`src/rtl/screen_state_ctrl.sv`:
```
// screen_state_ctrl: game-flow FSM producing the screen-select code, per-tank lives and the playfield clear pulse.
// Optional draw screen (player_screen = 11) is enabled by defining SCREEN_DRAW_EN.
module screen_state_ctrl #(
  parameter int LIVES      = 3,
  parameter int LIFE_W     = 2,
  parameter int WIN_FRAMES = 180,
  parameter int TMR_W      = 8
) (
  input  logic              clk,
  input  logic              reset,
  input  logic              frame_tick,
  input  logic              start_sw,
  input  logic              hit1,
  input  logic              hit2,
  output logic [1:0]        player_screen,
  output logic              reset_screen,
  output logic [LIFE_W-1:0] lives1,
  output logic [LIFE_W-1:0] lives2,
  output logic              game_active
);

  localparam logic [2:0] S_IDLE  = 3'd0;
  localparam logic [2:0] S_PLAY  = 3'd1;
  localparam logic [2:0] S_WIN1  = 3'd2;
  localparam logic [2:0] S_WIN2  = 3'd3;
  localparam logic [2:0] S_CLEAR = 3'd4;
`ifdef SCREEN_DRAW_EN
  localparam logic [2:0] S_DRAW  = 3'd5;
`endif

  localparam logic [LIFE_W-1:0] LIVES_V  = LIFE_W'(LIVES);
  localparam logic [LIFE_W-1:0] LIFE_ONE = LIFE_W'(1);
  localparam logic [TMR_W-1:0]  TMR_ONE  = TMR_W'(1);
  localparam logic [TMR_W-1:0]  TMR_LAST = TMR_W'(WIN_FRAMES - 1);

  logic [2:0]        state;
  logic [2:0]        state_n;
  logic [LIFE_W-1:0] lives1_n;
  logic [LIFE_W-1:0] lives2_n;
  logic [TMR_W-1:0]  timer;
  logic [TMR_W-1:0]  timer_n;
  logic [1:0]        screen_n;
  logic              start_sw_q;
  logic              start_rise;
  logic              final1;
  logic              final2;

  assign start_rise = start_sw & ~start_sw_q;
  assign final1     = hit1 && (lives1 == LIFE_ONE);
  assign final2     = hit2 && (lives2 == LIFE_ONE);

  always_comb begin
    state_n  = state;
    lives1_n = lives1;
    lives2_n = lives2;
    timer_n  = timer;
    case (state)
      S_IDLE: begin
        lives1_n = LIVES_V;
        lives2_n = LIVES_V;
        timer_n  = '0;
        if (start_rise)
          state_n = S_PLAY;
      end
      S_PLAY: begin
        timer_n = '0;
        // Dropping the play switch aborts the game and wins over any hit in the same cycle.
        if (!start_sw) begin
          state_n  = S_IDLE;
          lives1_n = LIVES_V;
          lives2_n = LIVES_V;
        end else begin
          if (hit1 && (lives1 != '0))
            lives1_n = lives1 - LIFE_ONE;
          if (hit2 && (lives2 != '0))
            lives2_n = lives2 - LIFE_ONE;
          if (final1 && final2) begin
`ifdef SCREEN_DRAW_EN
            state_n = S_DRAW;
`else
            state_n = S_WIN1;
`endif
          end else if (final2) begin
            state_n = S_WIN1;
          end else if (final1) begin
            state_n = S_WIN2;
          end
        end
      end
      S_WIN1, S_WIN2
`ifdef SCREEN_DRAW_EN
      , S_DRAW
`endif
      : begin
        if (frame_tick) begin
          if (timer == TMR_LAST) begin
            state_n  = S_CLEAR;
            timer_n  = '0;
            lives1_n = LIVES_V;
            lives2_n = LIVES_V;
          end else begin
            timer_n = timer + TMR_ONE;
          end
        end
      end
      S_CLEAR: begin
        state_n  = S_IDLE;
        lives1_n = LIVES_V;
        lives2_n = LIVES_V;
        timer_n  = '0;
      end
      default: begin
        state_n  = S_IDLE;
        lives1_n = LIVES_V;
        lives2_n = LIVES_V;
        timer_n  = '0;
      end
    endcase
  end

  // Outputs are decoded from the next state so every output comes straight from a flop.
  always_comb begin
    screen_n = 2'b00;
    case (state_n)
      S_WIN1:  screen_n = 2'b01;
      S_WIN2:  screen_n = 2'b10;
`ifdef SCREEN_DRAW_EN
      S_DRAW:  screen_n = 2'b11;
`endif
      default: screen_n = 2'b00;
    endcase
  end

  always_ff @(posedge clk) begin
    if (reset) begin
      state         <= S_IDLE;
      player_screen <= 2'b00;
      reset_screen  <= 1'b0;
      lives1        <= LIVES_V;
      lives2        <= LIVES_V;
      game_active   <= 1'b0;
      timer         <= '0;
      start_sw_q    <= 1'b1;
    end else begin
      state         <= state_n;
      player_screen <= screen_n;
      reset_screen  <= (state_n == S_CLEAR);
      lives1        <= lives1_n;
      lives2        <= lives2_n;
      game_active   <= (state_n == S_PLAY);
      timer         <= timer_n;
      start_sw_q    <= start_sw;
    end
  end

endmodule

```
`config.mk`:
```
export PLATFORM = sky130hd
export DESIGN_NAME = screen_state_ctrl
export DESIGN_NICKNAME = d
export VERILOG_FILES = /design/src/rtl/screen_state_ctrl.sv
export SDC_FILE = /design/constraint.sdc
export NUM_CORES = 1
export LEC_CHECK = 0
export CORE_ASPECT_RATIO = 0.8
export CORE_MARGIN = 2
export CORE_UTILIZATION = 32
export CTS_CLUSTER_DIAMETER = 40
export CTS_CLUSTER_SIZE = 40
export DETAILED_ROUTE_END_ITERATION = 8
export PLACE_DENSITY = 0.64
export SLEW_MARGIN = 0
export SYNTH_ARGS = -nofsm -noshare
export SYNTH_HDL_FRONTEND = slang
export SYNTH_SLANG_ARGS = --single-unit
```
`constraint.sdc`:
```
create_clock -name clk -period 1.41 [get_ports clk]
set_input_delay 0.141 -clock clk [delete_from_list [all_inputs] [get_ports clk]]
set_output_delay 0.141 -clock clk [all_outputs]
set_load 0.02 [all_outputs]
```
==> results.md, run 1 <==
* Wire per inst at ~11 um
* Post-synthesis cell count at 100
* DIE AREA at around 0.0033 mm^2
* Critical path class: register to register
* Launching point of the worst reg2reg path: timer[3]
* Crit end category: register
* Worst-Margin Slew at around 0.33 ns
* Crit path max fanout at 7
* Worst EP required at 1.62 ns
* Largest net degree at the start of global routing at 17
* Fin util at roughly half
* Post-Place Worst Slack at -0.242 ns
* Reg2Reg Capture Point: timer[7]
* DR DRC count at 0
* Area Growth Syn to Fin at 47.8%
* P_leak at ~0.60 nW
* Setup-failing EPs final at 16
* Clock Sinks at 20
* Port Buf Inserts at 13
* Final clock skew at between 0.004 and 0.005 ns
* Core Region at about 0.0027 mm^2
* IO Pins at 14
* Reg2Reg Setup Slack at -0.05 ns
* Vias per cell at 4.49
* Status: finished with violations
* Share of layout cells above drive strength 1 at 32.8%
* Worst Reg-to-Reg Cells at 4
* Synth Net Count at about 110
* Drt total wl at 1830 um
* Clk pwr share at roughly two fifths
* Syn avg cell area at between 9 and 10 um^2
* Post-route clock period utilization at 103%
* N_diodes at 0
* Antenna violations before repair at 0
* Slew headroom at between 70 and 80%
* Worst-skew pair later-pin latency at 0.30 ns
* Setup TNS at -0.469 ns
* DP Area at around 0.0012 mm^2
* Failing checks: negative setup slack
* Final Cell Area at 0.00136 mm^2
* CP cell instances: or4b_4 > or2_4 > nand2_4 > nor2_1
* Synth warn at 0
* Clock-pin slew on the worst setup and hold paths at 0.12 ns
* Peak supply drop at slightly above 400 uV
* DR pass1 iterations at 4
* Seq pwr share at between 50% and 60%
* Cell Area, Synth at ~920 um^2
* HPWL reported at the end of detailed placement at between 1000 and 1500 um
* Pwr dens at slightly above 800 mW/mm^2
* First-pass GRT wire length at ~3300 um
* RSZ-0062 raised after global routing: true
* Tot Pwr at between 1 and 1.5 mW
* Root buf cell: clkbuf_4
* Hold_buf cts at 0
* Period minus WS final at about 1.5 ns
* P_int at 0.897 mW
* Die height at between 50 and 60 um
* Slowest cell on crit path: or4b_4
* Worst hold path type: input pin to register
* CP arrival at around 1.7 ns
* Critical path startpoint category: register
* Maximum clock frequency at around 0.7 GHz
* Post-route ant nets at 0
* Seq/Total Area, Yosys at between 40 and 50%
* Vias post-DR at 759
* Vias in the first global route at 788
* Register bit total from synthesis at 20
* Comb power frac at between 6 and 7%
* Worst Hold End: start_sw_q
* Horiz. Die Dim at roughly 64 um
* Switching pwr at about 0.21 mW
* Fin. max-slew vios at 0
* Longest Clk Path Bufs at 2
* CTS H-tree lvls at 1
* Grt ovf at 0
* Global Route Usage Sum at between 10% and 20%
* Netlist cell types at 30
* Hold path cells at 2
* Site row count at 17
* DR iter-0 viols at 13
* Switching fraction of total power at a little under a fifth
* Min-delay src: start_sw
* Crit path from: timer[3]
* Final count of hold timing violations at 0
* Setup ws final at -0.0460 ns
* NumNets Final at 143
* Max cap viols at 0
* Routability cong. at roughly 0.84
* CTS tree: yes
* Cts bufs inserted at 3
* Critical path's largest stage delay at around 0.57 ns
* Initial Util at between 30% and 40%
-- layout make-up --
class	instances	area, um^2
clock buffer	3	22.5
clock inverter	1	30.0
multi-input combinational	72	559
timing repair buffer	31	284
tap	38	47.5
inverter	4	15.0
sequential	20	404
fill	244	1380
-- power groups by stage --
stage	Clock [mW]	Combinational, mW	Sequential, mW
2_1_floorplan	0	0.0260	0.585
3_3_place_gp	0	0.0623	0.584
3_5_place_dp	0	0.0633	0.584
4_1_cts	0.480	0.0673	0.571
5_1_grt	0.498	0.0762	0.572
6_report	0.465	0.0706	0.571
-- what timing repair did --
item                       CTS  global route
setup buffers                2             0
gates resized for setup     16            10
pin swaps                   15             4
setup endpoints to repair   20            20
-- state kept, by name, summed over array words and instances (netlist names) --
| register | cells |
|---|---|
| player_screen | 2 |
| state | 3 |
| lives2 | 2 |
| lives1 | 2 |
| reset_screen | 1 |
| timer | 8 |
| game_active | 1 |
| start_sw_q | 1 |
-- kinds of logic (layout without fill, tap and decap cells) --
family,after synthesis,after routing,share of synthesized area (%)
simple gates,49,49,30.3
flops,20,20,43.4
compound gates,10,10,8.55
buf+inv,8,39,3.26
xor+xnor,7,7,6.65
fa+ha+maj,5,5,6.78
mux,1,1,1.09
-- routing by layer --
layer | part of all wire (%) | vias to the layer above | global-route usage [%]
met5 | 0 | - | 0
met4 | 1.5 | 0 | 7.61
met3 | 3.1 | 2 | 2.38
met2 | 42 | 7 | 20.7
met1 | 53 | 349 | 15.8
li1 | - | 401 | -
-- Yosys cell counts --
cell / count / share of area, %
dfxtp_1: 20 / 43
nor2_1: 15 / 6.1
a21oi_1: 5 / 2.7
ha_1: 5 / 6.8
nand2_1: 5 / 2.0
nand2b_1: 5 / 3.4
clkbuf_1: 4 / 1.6
inv_1: 4 / 1.6
nor3_1: 4 / 2.2
xnor2_1: 4 / 3.8
nand4_1: 3 / 2.0
xor2_1: 3 / 2.8
nand3_1: 2 / 1.1
nor2b_1: 2 / 1.4
nor4_1: 2 / 1.4
nor4b_1: 2 / 1.9
or2_2: 2 / 1.4
a21o_1: 1 / 0.81
a22oi_1: 1 / 0.81
a31o_4: 1 / 1.9
and2_1: 1 / 0.68
mux2i_1: 1 / 1.1
nand2_2: 1 / 0.68
nand4bb_1: 1 / 1.2
nor4b_2: 1 / 1.6
o211ai_2: 1 / 1.4
o21ai_2: 1 / 0.95
or2_1: 1 / 0.68
or4b_1: 1 / 1.1
or4b_4: 1 / 1.5
-- layout by cell type, fill, tap and decap left out, types with 2 or more instances in the layout --
cell | synthesis | final
nand2b_1 | 5 | 5
nor2b_1 | 2 | 2
a21oi_2 | 0 | 5
nand3_1 | 2 | 2
dlygate4sd2_1 | 0 | 4
nand2_1 | 5 | 3
nor4_1 | 2 | 2
dlymetal6s2s_1 | 0 | 3
ha_1 | 5 | 5
dfxtp_1 | 20 | 17
xor2_1 | 3 | 3
nor2_1 | 15 | 15
clkdlybuf4s50_1 | 0 | 6
nand4_1 | 3 | 3
nor3_1 | 4 | 4
or4b_4 | 1 | 2
or2_2 | 2 | 2
dfxtp_2 | 0 | 3
nand2_4 | 0 | 3
inv_1 | 4 | 4
clkbuf_4 | 0 | 3
xnor2_1 | 4 | 4
buf_4 | 0 | 16
-- worst max-delay path: cells and delay by family, from the launching register on --
family           cells  cell delay, ns
DFF                  1            0.34
and+or+nand+nor      4            1.02
-- how the worst max path moves through the flow --
stage          slack [ns]          endpoint
5_1_grt             -0.08  player_screen[0]
6_report            -0.05          timer[7]
4_1_cts             -0.03          timer[0]
2_1_floorplan       0.003          timer[0]
3_3_place_gp        -0.20       game_active
3_5_place_dp        -0.24       game_active
-- metrics by stage --
stage          hold slack, ns  cells
2_1_floorplan           0.248    100
3_3_place_gp            0.516    163
3_5_place_dp            0.527    163
4_1_cts                 0.448    169
5_1_grt                 0.455    169
6_report                0.458    169
(Power assumes the default switching activity.)
==> run 2, diff against run 1 <==
CAP_MARGIN = 5   (was unset)
CORE_UTILIZATION = 40   (was 32)
GPL_TIMING_DRIVEN = 1   (was unset)
PLACE_DENSITY = 0.74   (was 0.64)
==> run 2 against run 1 <==
The flow still finishes with violations (negative setup slack). Largest cell class unchanged. Combinational power up 2%. Sequential power about the same. Sequential cell count unchanged. Critical path depth unchanged. Global-route usage up 2.9 points. Register-to-register slack worse by 0.03 ns. Total power down 13%. First-iteration DRC count up 31%. Clock skew about the same. Via count up 5.5%. Non-clock buffer count down 1. Sequential share of layout area up 0.39 points.
==> results.md, run 2 (synthesis results as in run 1) <==
* Final count of hold timing violations at 0
* Clock-pin slew on the worst setup and hold paths at 0.10 ns
* Worst Reg-to-Reg Cells at 4
* CTS H-tree lvls at 1
* DR iter-0 viols at 17
* Site row count at 15
* Largest net degree at the start of global routing at 17
* Crit path max fanout at 7
* Grt ovf at 0
* Top flop regs: timer (8), state (3)
* Worst hold path type: input pin to register
* HPWL reported at the end of detailed placement at roughly 1400 um
* Clk pwr share at between 30 and 40%
* Core Region at 0.00218 mm^2
* Switching fraction of total power at between 20% and 30%
* CP arrival at ~1.7 ns
* Pwr dens at roughly 710 mW/mm^2
* Critical path class: register to register
* FF/Latch Area at between 400 and 500 um^2
* Maximum clock frequency at 0.675 GHz
* DR DRC count at 0
* Cell Count, Final, Fillers Out at roughly 160
* Crit end category: register
* CTS tree: yes
* Peak supply drop at between 1000 and 1500 uV
* Cells after DPL at 150
* Worst EP required at about 1.6 ns
* Post-route ant nets at 0
* Worst-Margin Slew at 0.351 ns
* Comb power frac at roughly 7.5%
* Wire per inst at around 13 um
* IO Pins at 14
* Final hold slack at 0.197 ns
* Most frequent cells in the layout: buf_4, dfxtp_1, nor2_1, clkdlybuf4s50_1, dfxtp_2
* Status: finished with violations
* Most common cell after layout, fill and taps aside: buf_4
* Critical path startpoint category: register
* N_diodes at 0
* Period minus WS final at approximately 1.5 ns
* Fillers at between 150 and 200
* DR pass1 iterations at 4
* Switching pwr at just under 0.2 mW
* Vias post-DR at about 800
* Setup-failing EPs final at 16
* Slew headroom at 76.2%
* CP cell instances: or4b_4 > or2_4 > nand2_8 > nor2_2
* Area Growth Syn to Fin at 47.2%
* NumNets Final at between 100 and 150
* Clock Sinks at 20
* Max cap viols at 0
* Post-route clock period utilization at 105%
* Port Buf Inserts at 13
* Crit path from: timer[6]
* Antenna violations before repair at 0
* Horiz. Die Dim at between 50 and 60 um
* Hold path cells at 2
* Vias in the first global route at approximately 740
* Launching point of the worst reg2reg path: timer[6]
* Worst-skew pair later-pin latency at 0.29 ns
* Die height at between 40 and 50 um
* Reg2Reg Setup Slack at -0.07 ns
* Root buf cell: clkbuf_4
* Cts bufs inserted at 3
* Share of layout cells above drive strength 1 at between 40% and 50%
* Failing checks: negative setup slack
* Routability cong. at roughly 0.75
* P_leak at approximately 0.53 nW
* Fin. max-slew vios at 0
* Vias per cell at about 5.2
* Initial Util at between 40% and 50%
* Reg2Reg Capture Point: timer[7]
* Final clock skew at about 0.0045 ns
* Seq pwr share at roughly three fifths
* Worst Hold End: start_sw_q
* Setup ws final at -0.0713 ns
* Max reg flops at 8
* DIE AREA at 0.00271 mm^2
* Min-delay src: start_sw
* First-pass GRT wire length at ~3200 um
* Slowest cell on crit path: or4b_4
* Reg with most FFs: timer
* RSZ-0062 raised after global routing: true
* Area of the multi-input gates at 592 um^2
* Longest Clk Path Bufs at 2
* Critical path's largest stage delay at 0.57 ns
* P_int at between 0.7 and 0.8 mW
* Hold_buf cts at 0
* Global Route Usage Sum at roughly 16%
* Drt total wl at a little over 2000 um
-- run 2: cell count changes in the layout (fill, tap and decap cells not counted), sizes merged --
cell,change
clkdlybuf4s50,+2
dlymetal6s2s,-1
dlygate4sd2,-1
bufinv,-1
clkbuf,+1
buf,-1
-- run 2: power groups by stage --
stage               Combinational (mW)  Sequential, mW  Clock, mW
finish                          0.0718           0.571      0.319
global route                    0.0771           0.571      0.350
CTS                             0.0661           0.570      0.325
detailed placement              0.0657           0.583          0
global placement                0.0634           0.583          0
floorplan                       0.0260           0.585          0
-- run 2: cell type report --
cell class              instances  share of cell area (%)
clock buffers                   4                    2.67
inverters                       4                    1.11
multi-input cells              72                    43.6
flip-flops and latches         20                    30.0
well taps                      25                    2.30
repair buffers                 30                    20.3
-- run 2: worst max-delay path by stage --
stage / to / slack [ns] / cells past startpoint
floorplan: timer[0] / 0.003 / 4
global placement: game_active / -0.20 / 4
detailed placement: game_active / -0.26 / 4
CTS: timer[7] / -0.03 / 4
global route: player_screen[0] / -0.10 / 4
finish: timer[7] / -0.07 / 4
-- run 2: timing repair --
item / 4_1_cts / 5_1_grt
buffers inserted: 0 / 1
gates resized for setup: 15 / 18
setup endpoints to repair: 18 / 17
pin swaps: 13 / 9
-- run 2: critical path: cells and delay by family (launching register included) --
kind             cells  cell delay (ns)
AND/OR/NAND/NOR      4             1.04
flip-flops           1             0.34
-- run 2: metal layers --
layer / share of wire [%] / vias to the layer above / track usage (%) / wire length (um)
li1: - / 405 / - / -
met1: 46 / 374 / 19.1 / 925
met2: 48 / 22 / 26.6 / 971
met3: 5.9 / 0 / 6.34 / 120
met4: 0 / 0 / 3.26 / 0
met5: 0 / - / 0 / 0
-- run 2: stage by stage --
| stage | power [mW] | utilization (%) | setup TNS [ns] | worst slack [ns] | instance area [um^2] |
|---|---|---|---|---|---|
| 2_1_floorplan | 0.611 | - | 0 | 0.00285 | 922 |
| 3_3_place_gp | 0.647 | 55.2 | -0.994 | -0.199 | 1200 |
| 5_1_grt | 0.999 | 62.4 | -1.38 | -0.102 | 1360 |
| 4_1_cts | 0.961 | 58.2 | -0.233 | -0.0335 | 1270 |
| 3_5_place_dp | 0.649 | 55.2 | -1.62 | -0.260 | 1200 |
| 6_report | 0.962 | 62.4 | -0.670 | -0.0713 | 1360 |
==> run 3, diff against run 2 <==
SLEW_MARGIN = 20   (was 0)
==> results of run 3 <==
Same layout as run 2: the final DEF is identical, and so are final timing and power.
